[config.mk]
export PLATFORM = sky130hd
export DESIGN_NAME = restoring_divider_8bit
export DESIGN_NICKNAME = d
export VERILOG_FILES = /design/src/rtl/restoring_divider_8bit.sv
export SDC_FILE = /design/constraint.sdc
export NUM_CORES = 1
export LEC_CHECK = 0
export BUFFER_PORTS_ARGS = -buffer_cell sky130_fd_sc_hd__clkbuf_2
export CORE_ASPECT_RATIO = 2
export CORE_UTILIZATION = 59
export CTS_BUF_LIST = sky130_fd_sc_hd__clkbuf_8
export CTS_CLUSTER_SIZE = 20
export DETAILED_ROUTE_END_ITERATION = 12
export GPL_ROUTABILITY_DRIVEN = 0
export PLACE_DENSITY = 0.84
export SLEW_MARGIN = 20
export SYNTH_ARGS = -nofsm -noshare
export SYNTH_HDL_FRONTEND = slang
export SYNTH_SLANG_ARGS = --single-unit
[constraint.sdc]
create_clock -name clk -period 2.5 [get_ports clk]
set_clock_uncertainty 0.1 [all_clocks]
set_input_delay 0.25 -clock clk [delete_from_list [all_inputs] [get_ports clk]]
set_output_delay 0.25 -clock clk [all_outputs]
set_load 0.02 [all_outputs]
[src/rtl/restoring_divider_8bit.sv]
// restoring_divider_8bit
//   Sequential restoring divider, one quotient bit per clock, MSB first.
//   The result is packed as {remainder, quotient} with a divide-by-zero flag
//   on carry, matching the ALU result/carry shape so the two can share a mux.
//
//   Optional feature macro: DIVIDER_SIGNED_EN
//     undefined : unsigned operands only
//     defined   : two's-complement operands, truncating division
//                 (quotient rounds toward zero, remainder takes sign of a)
//
// Ports
//   clk    in   rising-edge clock
//   rst    in   synchronous active-high reset
//   start  in   request, sampled only while idle
//   a      in   dividend, captured on the accept edge
//   b      in   divisor, captured on the accept edge
//   busy   out  high while iterating
//   done   out  one-cycle pulse, result valid
//   result out  {remainder, quotient}, held until next accept or reset
//   carry  out  divide-by-zero flag, held alongside result
module restoring_divider_8bit #(
    parameter int WIDTH = 8
) (
    input  logic               clk,
    input  logic               rst,
    input  logic               start,
    input  logic [WIDTH-1:0]   a,
    input  logic [WIDTH-1:0]   b,
    output logic               busy,
    output logic               done,
    output logic [2*WIDTH-1:0] result,
    output logic               carry
);

    localparam int CW = $clog2(WIDTH + 1);

    typedef enum logic [1:0] {
        IDLE = 2'd0,
        RUN  = 2'd1,
        DONE = 2'd2
    } state_t;

    state_t             state_q, state_d;
    logic [WIDTH-1:0]   dvd_q, dvd_d;      // dividend bits shift out, quotient bits shift in
    logic [WIDTH-1:0]   dsr_q, dsr_d;      // divisor
    logic [WIDTH:0]     rem_q, rem_d;      // partial remainder R
    logic [CW-1:0]      cnt_q, cnt_d;
    logic               busy_q, busy_d;
    logic               done_q, done_d;
    logic [2*WIDTH-1:0] result_q, result_d;
    logic               carry_q, carry_d;

    logic [WIDTH:0]     rem_sh;
    logic [WIDTH+1:0]   diff;
    logic               q_bit;
    logic [WIDTH:0]     rem_next;
    logic [WIDTH-1:0]   quo_next;
    logic [WIDTH-1:0]   quo_fix;
    logic [WIDTH-1:0]   rem_fix;
    logic [WIDTH-1:0]   a_mag;
    logic [WIDTH-1:0]   b_mag;

`ifdef DIVIDER_SIGNED_EN
    logic               sign_a_q, sign_a_d;
    logic               sign_b_q, sign_b_d;
`endif

    always_comb begin
        // One restoring step: shift in the next dividend bit, trial-subtract.
        rem_sh   = {rem_q[WIDTH-1:0], dvd_q[WIDTH-1]};
        diff     = {1'b0, rem_sh} - {2'b00, dsr_q};
        q_bit    = ~diff[WIDTH+1];
        rem_next = q_bit ? diff[WIDTH:0] : rem_sh;
        quo_next = {dvd_q[WIDTH-2:0], q_bit};

`ifdef DIVIDER_SIGNED_EN
        a_mag   = a[WIDTH-1] ? ((~a) + WIDTH'(1)) : a;
        b_mag   = b[WIDTH-1] ? ((~b) + WIDTH'(1)) : b;
        quo_fix = (sign_a_q ^ sign_b_q) ? ((~quo_next) + WIDTH'(1)) : quo_next;
        rem_fix = sign_a_q ? ((~rem_next[WIDTH-1:0]) + WIDTH'(1)) : rem_next[WIDTH-1:0];
`else
        a_mag   = a;
        b_mag   = b;
        quo_fix = quo_next;
        rem_fix = rem_next[WIDTH-1:0];
`endif

        state_d  = state_q;
        dvd_d    = dvd_q;
        dsr_d    = dsr_q;
        rem_d    = rem_q;
        cnt_d    = cnt_q;
        busy_d   = busy_q;
        done_d   = 1'b0;
        result_d = result_q;
        carry_d  = carry_q;
`ifdef DIVIDER_SIGNED_EN
        sign_a_d = sign_a_q;
        sign_b_d = sign_b_q;
`endif

        unique case (state_q)
            IDLE: begin
                if (start) begin
                    dvd_d = a_mag;
                    dsr_d = b_mag;
                    rem_d = '0;
                    cnt_d = '0;
`ifdef DIVIDER_SIGNED_EN
                    sign_a_d = a[WIDTH-1];
                    sign_b_d = b[WIDTH-1];
`endif
                    if (b != '0) begin
                        state_d = RUN;
                        busy_d  = 1'b1;
                    end else begin
                        state_d  = DONE;
                        result_d = {a, {WIDTH{1'b1}}};
                        carry_d  = 1'b1;
                    end
                end
            end
            RUN: begin
                dvd_d = quo_next;
                rem_d = rem_next;
                cnt_d = cnt_q + CW'(1);
                if (cnt_q == CW'(WIDTH - 1)) begin
                    state_d  = DONE;
                    busy_d   = 1'b0;
                    done_d   = 1'b1;
                    result_d = {rem_fix, quo_fix};
                    carry_d  = 1'b0;
                end
            end
            DONE: begin
                // Arriving from RUN the pulse is already up, so leave at once.
                // Arriving straight from IDLE (divide by zero) the pulse has not
                // fired yet: raise it now and leave on the following edge.
                if (done_q) begin
                    state_d = IDLE;
                end else begin
                    done_d = 1'b1;
                end
            end
            default: begin
                state_d = IDLE;
                busy_d  = 1'b0;
            end
        endcase
    end

    always_ff @(posedge clk) begin
        if (rst) begin
            state_q  <= IDLE;
            dvd_q    <= '0;
            dsr_q    <= '0;
            rem_q    <= '0;
            cnt_q    <= '0;
            busy_q   <= 1'b0;
            done_q   <= 1'b0;
            result_q <= '0;
            carry_q  <= 1'b0;
`ifdef DIVIDER_SIGNED_EN
            sign_a_q <= 1'b0;
            sign_b_q <= 1'b0;
`endif
        end else begin
            state_q  <= state_d;
            dvd_q    <= dvd_d;
            dsr_q    <= dsr_d;
            rem_q    <= rem_d;
            cnt_q    <= cnt_d;
            busy_q   <= busy_d;
            done_q   <= done_d;
            result_q <= result_d;
            carry_q  <= carry_d;
`ifdef DIVIDER_SIGNED_EN
            sign_a_q <= sign_a_d;
            sign_b_q <= sign_b_d;
`endif
        end
    end

    assign busy   = busy_q;
    assign done   = done_q;
    assign result = result_q;
    assign carry  = carry_q;

endmodule

# ---- Yosys cells after proc, flatten, opt, wreduce, memory -nomap -nowiden
# Index checks and enable logic that the tools add are counted.
dict set report word_totals {
  word_cells 55
  ramBits 0
  romBits 0
  inputBits 19
  latchBits 0
  reg_bits 49
  mem_count 0
}
dict set report classes {
  bitwise 2
  muxes 26
  shifts 0
  n_reduce_logical 8
  n_mul 0
  n_lt_le_gt_ge 0
  eq_ne 8
  div_mod_pow 0
  add_sub_neg 2
}
# op n
set ops {}
lappend ops {{2-to-1 mux 16 bit} 3}
lappend ops {{one-hot mux 16 bit (2 select lines)} 1}
lappend ops {{one-hot mux 8 bit (2 select lines)} 2}
lappend ops {{2-to-1 mux 8 bit} 3}
lappend ops {{inequality test 2 bit (second input constant)} 5}
lappend ops {{subtractor 9 x 8 -> 10 bit} 1}
lappend ops {{2-to-1 mux 2 bit} 4}
lappend ops {{one-hot mux 4 bit (2 select lines)} 1}
lappend ops {{AND reduction 4 bit} 2}
lappend ops {{nonzero test 8 bit} 1}
lappend ops {{2-to-1 mux 1 bit} 7}
lappend ops {{one-hot mux 2 bit (3 select lines)} 1}
lappend ops {{adder 4 x 1 -> 4 bit (second input constant)} 1}
lappend ops {{== test 4 x 3 -> 1 bit (second input constant)} 1}
lappend ops {{2-to-1 mux 4 bit} 1}
lappend ops {{one-hot mux 1 bit (2 select lines)} 2}
lappend ops {{AND reduction 2 bit} 2}
lappend ops {{one-hot mux 1 bit (3 select lines)} 1}
lappend ops {{AND reduction 3 bit} 1}
lappend ops {{== test 2 x 1 -> 1 bit (second input constant)} 1}
lappend ops {{== test 2 bit (second input constant)} 1}
lappend ops {{zero test 2 bit} 1}
lappend ops {{inverter 1 bit} 2}
lappend ops {{nonzero test 2 bit} 1}

# ---- Longest topological paths before layout
dict set report logic_depth {
  depth_word 4
  ltp_mapped 10
  depth_no_buf 10
}

# ---- Least setup slack after synthesis
# Ideal clock, no wire load.
dict set report synth_timing {
  kind {reg-to-reg}
  start {register dsr_q[1]}
  end {register result_q[9], in the netlist result[9]}
  t_required_ns 2.284
  slack_ns 0.269
  t_arrival_ns 2.015
  setup_time_ns 0.116
  stages_incl_launch_ff 9
  period_less_slack_ns 2.231
  n_path_buf 0
  path_cell_list {dfxtp_1 inv_1 ha_1 nor2b_1 o31a_4 o31ai_4 nand2_2 or3_1 a31o_2}
}
dict set report synth_via {
  elab_chain_len 4
}
# element line_no
set synth_lines {}
lappend synth_lines {{start: declaration} 45} ;# logic [WIDTH-1:0] dsr_q, dsr_d;
lappend synth_lines {{start signal: assignment} 170} ;# dsr_q <= dsr_d;
lappend synth_lines {{subtractor 9 x 8 -> 10 bit} 71} ;# diff = {1'b0, rem_sh} - {2'b00, dsr_q};
lappend synth_lines {{2-to-1 mux 8 bit} 73} ;# rem_next = q_bit ? diff[WIDTH:0] : rem_sh;
lappend synth_lines {{2-to-1 mux 16 bit} 127} ;# if (cnt_q == CW'(WIDTH - 1)) begin
lappend synth_lines {{one-hot mux 16 bit (2 select lines)} 102} ;# unique case (state_q)
lappend synth_lines {{end signal: assignment} 175} ;# result_q <= result_d;
lappend synth_lines {{end: declaration} 50} ;# logic [2*WIDTH-1:0] result_q, result_d;
# Every way passes these cells. The select of a mux whose other input is x is not followed.
# A chain may end at the register's enable or synchronous reset.

# ---- Worst setup path after layout
dict set report layout_timing {
  start {register dsr_q[6]}
  end {register result_q[11], in the netlist result[11]}
}
# The elaborated chain is that of the path after synthesis.

==> impl_metrics.yaml <==
outcome:
  status: "complete, no violations"
sta:
  slew-limit-headroom_pct: 56.61
  finalWorstSetupSlack_ns: 0.04521
  min_period_ns: 2.455
  post-route-period-util_pct: 98.19
  fmax_mhz: 407.4
  worst-slew-pin-transition_ns: 0.6449
  setup_violations: 0
  hold_violations: 0
  setup_tns_ns: 0
  slew_violations: 0
routing:
  vias: 2474
  detail-route-antenna-nets: 0
  routedWlPerCell_um: 16.84
  viasPerCell: 6.064
  routed_wl_mm: 6.870
  drcViolationCount: 0
  dr.pass1.iters: 4
  drt_iter0_markers: 87
min_path:
  hp-class: "primary input to register"
placed_design:
  hpwlAfterDp_mm: 5.146
  place_ws_ns: 0.03724
  dp.cells: 398
  portBuffers: 37
global_routing:
  grt_overflow: 0
  busiest_layer: "met2"
  grt_usage_pct: 31.17
  use_met3_pct: 3.002
  grt_use_met2_pct: 60.62
  antenna_found_initial: 0
  globalRouteMet1Util_pct: 32.13
  grt_pass1_wl_mm: 11.09
  grt_pass1_vias: 2324
  grt_max_degree: 28
final_layout:
  fin_nets: 387
  instances_no_fill: 408
  layout-drive-gt1-share_pct: 21.07
  syn_to_final_growth_pct: 14.01
  n_antenna_cell: 0
flow_run:
  max_cap_viol_count: 0
yosys:
  synth_area_leader_cell: "dfxtp_1"
  synth_edf_count: 0
  yosysSeqAreaShare_pct: 37.49
  synthTopCellsByCount: "49 x dfxtp_1, 44 x nor2_1, 32 x nand2_1"
  synth.ff_latch_count: 49
  yosysTopAreaCellShare_pct: 37.49
  synth_area_um2: 2616
  ys_warn_count: 0
  async_reset_ff_share_pct: 0
  synth_area_leaders: "dfxtp_1 37%, nor2_1 6.3%, ha_1 5.7%"
  netlist-cell-type-count: 54
  syn_inst: 317
  syn_nets: 349
  ys.flop_type: "dfxtp_1"
  synth.most_common_cell: "dfxtp_1"
  syn_area_per_cell_um2: 8.253
pwr:
  p_leak_uw: 0.001176
  power_density_nw_per_um2: 1081
  total_power_uw: 3225
  ir_drop_mv: 0.8402
floorplan:
  core-area_um2: 4170
  start_util_pct: 62.74
  die_w_um: 49.09
  ios: 38
  rows: 33
  die_y_um: 96.17
  die_area_um2: 4721
setup_path:
  critPathSlowestCell: "a21boi_1"
  crit_fanout: 7
  cp.arrival_ns: 2.54
  cpPeakStageDelay_ns: 0.49
  cp-end-kind: "register"
  cp-start-kind: "register"
  critPathKind: "register to register"
  cp.required_ns: 2.58
  worstPathCellList: "inv_1, ha_1, a21o_1, a21boi_1, o21ai_0, a32oi_1, a211o_1, a21oi_1"
clocking:
  postCtsHoldBufs: 0
  cts_tree: "built"
  clkLatencyLatePin_ns: 0.31
  cts_root_buffer: "clkbuf_8"
  cts_sinks: 49
  htreeDepth: 2
  clkTransAtPathRegs_ns: 0.09
  cts_buffer_depth: 2
  numCtsBuffers: 5
## worst max-delay path, delay by kind of cell (launching register included)
family,cells,cell delay [ns]
AOI/OAI and AO/OA,6,1.47
DFF,1,0.35
adders and majority gates,1,0.37
buffers and inverters,1,0.05
## area by class of cell
type	count	area (um^2)
clock buffer	5	68.82
clock inverter	3	15.01
fill	351	1187
inverter	15	56.30
multi-input combinational	235	1520
sequential	49	982.2
tap	52	65.06
timing repair buffer	49	275.3
## logic make-up (layout without fill, tap and decap cells)
group / count (synthesis) / after routing / share of synthesized area (%)
compound gates: 85 / 85 / 23.15
xor+xnor: 4 / 4 / 1.339
fa+ha+maj: 13 / 13 / 6.504
buf+inv: 33 / 72 / 5.308
flops: 49 / 49 / 37.49
mux: 11 / 11 / 4.304
simple gates: 122 / 122 / 21.90
## final timing paths
kind | startpoint | depth (start not counted) | endpoint | slack [ns]
worst max register to register | dsr_q[6]$_SDFFE_PP0P_ | 8 | result[11]$_SDFFE_PP0P_ | 0.05
worst min-delay path | b[4] | 3 | dsr_q[4]$_SDFFE_PP0P_ | 0.07
worst max-delay path | dsr_q[6]$_SDFFE_PP0P_ | 8 | result[11]$_SDFFE_PP0P_ | 0.05
worst min register to register | dsr_q[1]$_SDFFE_PP0P_ | 2 | dsr_q[1]$_SDFFE_PP0P_ | 0.36
## layer usage
metal	up-vias	part of all wire [%]
met5	-	0
met4	0	2.9
met3	15	3.8
met2	80	57
met1	1167	37
li1	1212	-
## registers in the layout, indices dropped and copies added (netlist names)
name and count:
result 16, dsr_q 8, dvd_q 8, rem_q 8
cnt_q 4, state_q 2, busy 1, carry 1
done 1
## report_power, final
part | switching, uW | internal, uW | total, uW
clock | 259 | 190 | 449
combinational | 1070 | 670 | 1740
sequential | 103 | 937 | 1040
total | 1430 | 1800 | 3230
## metrics by stage
step,util [%],area [um^2],hold slack [ns]
finish,71.53,2983,0.07415
global route,71.53,2983,0.08368
CTS,70.57,2943,0.07681
detailed placement,68.56,2859,0.3470
global placement,68.56,2859,0.3422
floorplan,-,2616,0.2860
## what timing repair did
item	in CTS	in global routing
buffers inserted	0	2
setup endpoints to repair	0	1
resized for setup	0	8
## placed cells by master (no fill, tap or decap), types with 5 or more instances in the layout
master    instances
a211oi_1          9
a21oi_1          22
buf_4            12
clkbuf_2         37
clkbuf_8          5
dfxtp_1          48
ha_1             11
inv_1            15
mux2i_1           9
nand2_1          32
nand3_1          10
nand3b_1          5
nand4_1           8
nor2_1           44
o21ai_0          10
o22ai_1          10
Power figures use the tool's default switching activity.
